**src/rtl/rf_write_arbiter.sv**
```systemverilog
// rf_write_arbiter: round-robin share of the register file write port plus per-register busy scoreboard
module rf_write_arbiter #(
   parameter int ADDR_WIDTH = 5,
   parameter int DATA_WIDTH = 32
) (
   input  logic                  clk,
   input  logic                  rstn,
   input  logic                  req0_valid,
   output logic                  req0_ready,
   input  logic [ADDR_WIDTH-1:0] req0_addr,
   input  logic [DATA_WIDTH-1:0] req0_data,
   input  logic                  req1_valid,
   output logic                  req1_ready,
   input  logic [ADDR_WIDTH-1:0] req1_addr,
   input  logic [DATA_WIDTH-1:0] req1_data,
   input  logic                  rsv_valid,
   output logic                  rsv_ready,
   input  logic [ADDR_WIDTH-1:0] rsv_addr,
   input  logic [ADDR_WIDTH-1:0] qa_addr,
   input  logic [ADDR_WIDTH-1:0] qb_addr,
   output logic                  qa_busy,
   output logic                  qb_busy,
   output logic                  rf_w_en,
   output logic [ADDR_WIDTH-1:0] rf_waddr,
   output logic [DATA_WIDTH-1:0] rf_wdata
);
   localparam int NREG = 1 << ADDR_WIDTH;
   logic [NREG-1:0] busy, busy_nx;
   logic last_grant, g0, g1, w_en_nx;
   assign g0 = req0_valid && (!req1_valid || last_grant);
   assign g1 = req1_valid && !g0;
   assign req0_ready = g0;
   assign req1_ready = g1;
   assign rsv_ready = !busy[rsv_addr];
   assign qa_busy = busy[qa_addr];
   assign qb_busy = busy[qb_addr];
   assign w_en_nx = g0 ? (req0_addr != '0) : (g1 && req1_addr != '0);
   always_comb begin
      busy_nx = busy;
      if (rf_w_en) busy_nx[rf_waddr] = 1'b0;
      if (rsv_valid && rsv_ready) busy_nx[rsv_addr] = 1'b1;
      busy_nx[0] = 1'b0;
   end
   always_ff @(posedge clk) begin
      if (!rstn) begin
         busy       <= '0;
         rf_w_en    <= 1'b0;
         rf_waddr   <= '0;
         rf_wdata   <= '0;
         last_grant <= 1'b1;
      end else begin
         busy    <= busy_nx;
         rf_w_en <= w_en_nx;
         if (g0 || g1) begin
            rf_waddr   <= g0 ? req0_addr : req1_addr;
            rf_wdata   <= g0 ? req0_data : req1_data;
            last_grant <= g1;
         end
      end
   end
endmodule

```
**config.mk**
```make
export PLATFORM = sky130hd
export DESIGN_NAME = rf_write_arbiter
export DESIGN_NICKNAME = d
export VERILOG_FILES = /design/src/rtl/rf_write_arbiter.sv
export SDC_FILE = /design/constraint.sdc
export NUM_CORES = 1
export LEC_CHECK = 0
export ABC_CLOCK_PERIOD_IN_PS = 1900
export BUFFER_PORTS_ARGS = -buffer_cell sky130_fd_sc_hd__buf_2
export CAP_MARGIN = 30
export CORE_MARGIN = 4
export CORE_UTILIZATION = 46
export DETAILED_ROUTE_END_ITERATION = 6
export PLACE_DENSITY = 0.83
export SLEW_MARGIN = 40
export SYNTH_ARGS = -nofsm -noshare
export SYNTH_HDL_FRONTEND = slang
export SYNTH_SLANG_ARGS = --single-unit
export TNS_END_PERCENT = 10
```
**constraint.sdc**
```tcl
create_clock -name clk -period 1.9 [get_ports clk]
set_input_delay 0.38 -clock clk [delete_from_list [all_inputs] [get_ports clk]]
set_output_delay 0.38 -clock clk [all_outputs]
set_load 0.02 [all_outputs]
```
# Word-level counts from Yosys, hierarchy flattened

Cells that the tools add are included.
W data, S select, Z words.

Flip-flop bits (word level): 71
Bits of input ports: 94
Output and inout port bits: 43
Logic and storage cells: 43

Reduce and logical (&&, ||, !) cells: 13
$lt $le $gt $ge: 6
Bitwise gates (word level): 3
Multiplexer cells: 15

Operator list:

| kind                 | number |
|---|---|
| $mux W32             | 3 |
| $and A32 B32 Y32     | 1 |
| $not A32 Y32         | 1 |
| $or A32 B32 Y32      | 1 |
| $lt A5 B6 Y1 const B | 4 |
| $bmux W1 S5          | 3 |
| $demux W1 S5         | 2 |
| $ge A5 B1 Y1 const B | 2 |
| $reduce_bool A5 Y1   | 2 |
| $logic_and A1 B1 Y1  | 6 |
| $mux W1              | 6 |
| $mux W5              | 1 |
| $logic_not A1 Y1     | 3 |
| $logic_or A1 B1 Y1   | 2 |

# Longest topological paths before layout

Word-level depth: 9
Gate-level depth with buffers: 6
Mapped depth without buffers: 4

# Least setup slack after synthesis

Ideal clock, no wire load.

Path type: input to output
Start: in rsv_addr[0]
End: out rsv_ready
Path buffers: 2
Data required time: 1.520 ns
Stages: 6
Slack: -0.396 ns
Data arrival time: 1.916 ns
Path through: buf_2 buf_2 nor3b_1 a222oi_1 nand2_1 a2111oi_2

Word-level cells in the longest chain between the ends: 3

RTL lines:

| what                          | RTL line | RTL |
|---|---|---|
| start: declaration            | 18       | `input logic [ADDR_WIDTH-1:0] rsv_addr,` |
| $bmux W1 S5                   | 34       | `assign rsv_ready = !busy[rsv_addr];` |
| $mux W1 (not written as such) | 34       |  |
| $logic_not A1 Y1              | 34       |  |
| end: declaration              | 17       | `output logic rsv_ready,` |

Every way passes these cells. The select of a mux whose other input is x is not followed.

# Worst setup path after layout

Start: reg busy[14]
End: out rsv_ready

Word-level cells in the longest chain between the ends: 3

RTL lines:

| what                          | RTL line | RTL |
|---|---|---|
| start: declaration            | 28       | `logic [NREG-1:0] busy, busy_nx;` |
| start signal: assignment      | 52       | `busy <= busy_nx;` |
| $bmux W1 S5                   | 34       |  |
| $mux W1 (not written as such) | 34       |  |
| $logic_not A1 Y1              | 34       |  |

Every way passes these cells. The select of a mux whose other input is x is not followed.

==> impl_results.md <==
* Outcome: complete, but fails checks
* Failing checks: setup timing
* # hold bufs at CTS at 0
* Final min period at 2.35 ns
* GP Congestion at around 0.92
* Port Buffers at 136
* Mapped Area at 0.00393 mm²
* WS Path Type: flip-flop to output pin
* Crit path max-delay cell type: dfxtp_2
* Peak VDD IR at 411 µV
* DRT Pass-1 Iters at 6
* RSZ-0062 raised after global routing: yes
* Beginning of the critical path: busy[14]
* Initial core utilization at 0.476
* Largest net degree at the start of global routing at about 50
* Antenna viol nets, final at 0
* Critical path launch point type: flip-flop
* Post-Place Cells at ~700
* # setup viols final at 3
* Layout area overhead at 33.8%
* Share of cells above drive strength 1 at 0.405
* Ys Warns at 0
* Final Cell Area at 0.00526 mm²
* Crit-path cells: mux2_2, a222oi_1, buf_4, nand2_4, a2111oi_4, buf_4
* All-Layer GR Usage at 0.242
* Fin util at 0.637
* Max Fanout on Critical Path at 2
* Clk Latency, worst-skew pair at 0.34 ns
* Number of max-cap violations at 0
* Hold WS at 0.293 ns
* Sink Count at 70
* Relative slew slack at 0.483
* Vias in the first global route at 4237
* Final Skew at 0.0143 ns
* Critical Path AT at 1.97 ns
* Final Hold Vio Count at 0
* Post-synth ARST share at 0
* Slew Viols, Final at 0
* Required @ worst endpoint at approximately 1.5 ns
* Worst Max-Slew Pin Slew at slightly below 0.8 ns
* Site Rows at 33
* Total gr overflow at 0
* Final WS setup at -0.448 ns
* R2r endpoint: busy[14]
* Synth Flop Type: dfxtp_1
* CP endpoint kind: output pin
* Worst r2r src: busy[14]
* CTS tree: done
* Die Wd at 100 µm
* First-pass GRT wire length at around 20 mm
* Mean post-synth cell area at 8.72 µm²
* Clock transition at the registers of the reported paths at 0.08 ns
* FMAX at between 0.4 and 0.5 GHz
* Die Ht at 100 µm
* Initial antenna violation count at 0
* Total detailed-routing wirelength at 12.2 mm
* H-tree Lvls at 3
* Wire per inst at 17.0 µm
* Yosys reg bits at 70
* Crit share post-route at 1.24
* Die area at slightly above 0.01 mm²
* # nets final at 704
* Reg2reg setup slack at 0.33 ns
* Netlist cell types at 40
* Worst setup endpoint: rsv_ready
* Via/cell ratio at 6.06
* Hold WC Path Type: input port to flip-flop
* R2R depth at 6
* Initial DRC count at about 340
* Core area at 0.00826 mm²
* Cells after synthesis at about 450
* Most frequent CP cell: buf_4
* Hpwl dp at 9.45 mm
* CTS Buffer Depth at 2
* Fin cells at 720
* Placement Cell Area at about 0.0050 mm²
* Pleak at 2.29 nW
* Worst path max stage delay at 0.32 ns
* Inserted Diodes at 0
* Io pins at about 140
* EDFF count, synth at 0
* Root Buffer: clkbuf_8
* P per Cell Area at 705 mW/mm²
* Seq/Total Area, Yosys at 0.356
* # DRC at 0
* TritonCTS Buffers at 9
* Vias post-DR at ~4400
* Syn nets at 545
-- final cells by class --
cell class | instances | area (µm²)
clock buffers | 11 | 151
clock inverters | 5 | 81.3
fillers | 693 | 3000
inverters | 2 | 7.51
multi-input cells | 337 | 2390
flip-flops and latches | 70 | 1410
well taps | 105 | 131
repair buffers | 190 | 1090
-- metal layers --
metal / global-route usage / share of wire / wire length (µm) / vias up
met5: 0 / 0 / 0 / -
met4: 0.0777 / 0.020 / 239 / 0
met3: 0.0623 / 0.090 / 1100 / 24
met2: 0.404 / 0.49 / 5970 / 212
met1: 0.306 / 0.40 / 4930 / 2087
li1: - / - / - / 2040
-- flip-flops by register name, indices dropped and copies added (netlist names) --
register,cells
last_grant,1
rf_wdata,32
rf_waddr,5
rf_w_en,1
busy,31
-- placed cells by master, fill, tap and decap left out, drive strengths merged, types with 10 or more instances in the layout --
master and instances:
nand3 43, o21ai 15, clkbuf 11, a311oi 37
mux4 18, nor2 49, nand2 69, a32o 19
nor3b 10, buf 190, o211ai 14, dfxtp 70
-- cells in the mapped netlist, types with 2 or more instances --
master	count	area, µm²
inv_1	2	7.51
buf_1	8	30.0
mux4_2	18	405
buf_2	9	45.0
nand3_1	43	215
a311oi_1	37	324
nor2_1	49	184
or3_1	2	12.5
and3_1	4	25.0
mux2_2	6	67.6
mux2i_1	8	80.1
o211ai_1	14	105
nand2b_1	8	50.1
or3b_2	3	26.3
nand2_1	69	259
nor3_1	5	25.0
nor3b_1	10	75.1
and3b_1	3	26.3
nand3b_1	4	30.0
dfxtp_1	70	1400
clkbuf_1	24	90.1
o21ai_0	15	75.1
or2_2	3	18.8
o32ai_1	2	17.5
a32o_1	19	190
a31oi_1	2	12.5
-- worst max-delay path, delay by kind of cell, from the launching register on --
family	cells	cell delay, ns
AND/OR/NAND/NOR	1	0.05
AO/OA/AOI/OAI	2	0.61
multiplexers	1	0.25
buffers and inverters	2	0.38
flip-flops	1	0.32
-- power by group --
part | leakage, nW | internal, W | switching, W
registers | 0.577 | 0.00154 | 0.0000614
clock network | 0.116 | 0.000811 | 0.000574
logic | 1.60 | 0.000299 | 0.000418
total | 2.29 | 0.00265 | 0.00105
-- kinds of logic (layout without fill, tap and decap cells) --
logic type	after synthesis	count (layout)	synth area share
AOI/OAI and AO/OA	95	95	0.199
buffers and inverters	44	208	0.0468
DFF	70	70	0.356
muxes	33	33	0.144
and+or+nand+nor	209	209	0.254
-- how the worst min path moves through the flow --
stage,startpoint,to,slack [ns],cells after the start
after detailed placement,last_grant,last_grant,0.47,2
after global placement,last_grant,last_grant,0.47,2
final,req1_data[10],rf_wdata[10],0.29,3
after global routing,req1_data[10],rf_wdata[10],0.29,3
after floorplan,last_grant,last_grant,0.44,2
after CTS,req1_data[0],rf_wdata[0],0.28,3
-- per-stage QoR --
step / power (W) / setup TNS (ns) / setup WS, ns
floorplan: 0.00205 / -0.383 / -0.231
global placement: 0.00232 / -0.719 / -0.431
detailed placement: 0.00235 / -0.863 / -0.440
CTS: 0.00372 / -1.19 / -0.456
global route: 0.00387 / -1.48 / -0.578
finish: 0.00371 / -1.17 / -0.448
-- what timing repair did --
action / in CTS / in global routing
setup endpoints to repair: 3 / 3
gates cloned: 0 / 0
buffers inserted: 1 / 0
resized for setup: 7 / 5
(Power assumes the default switching activity.)
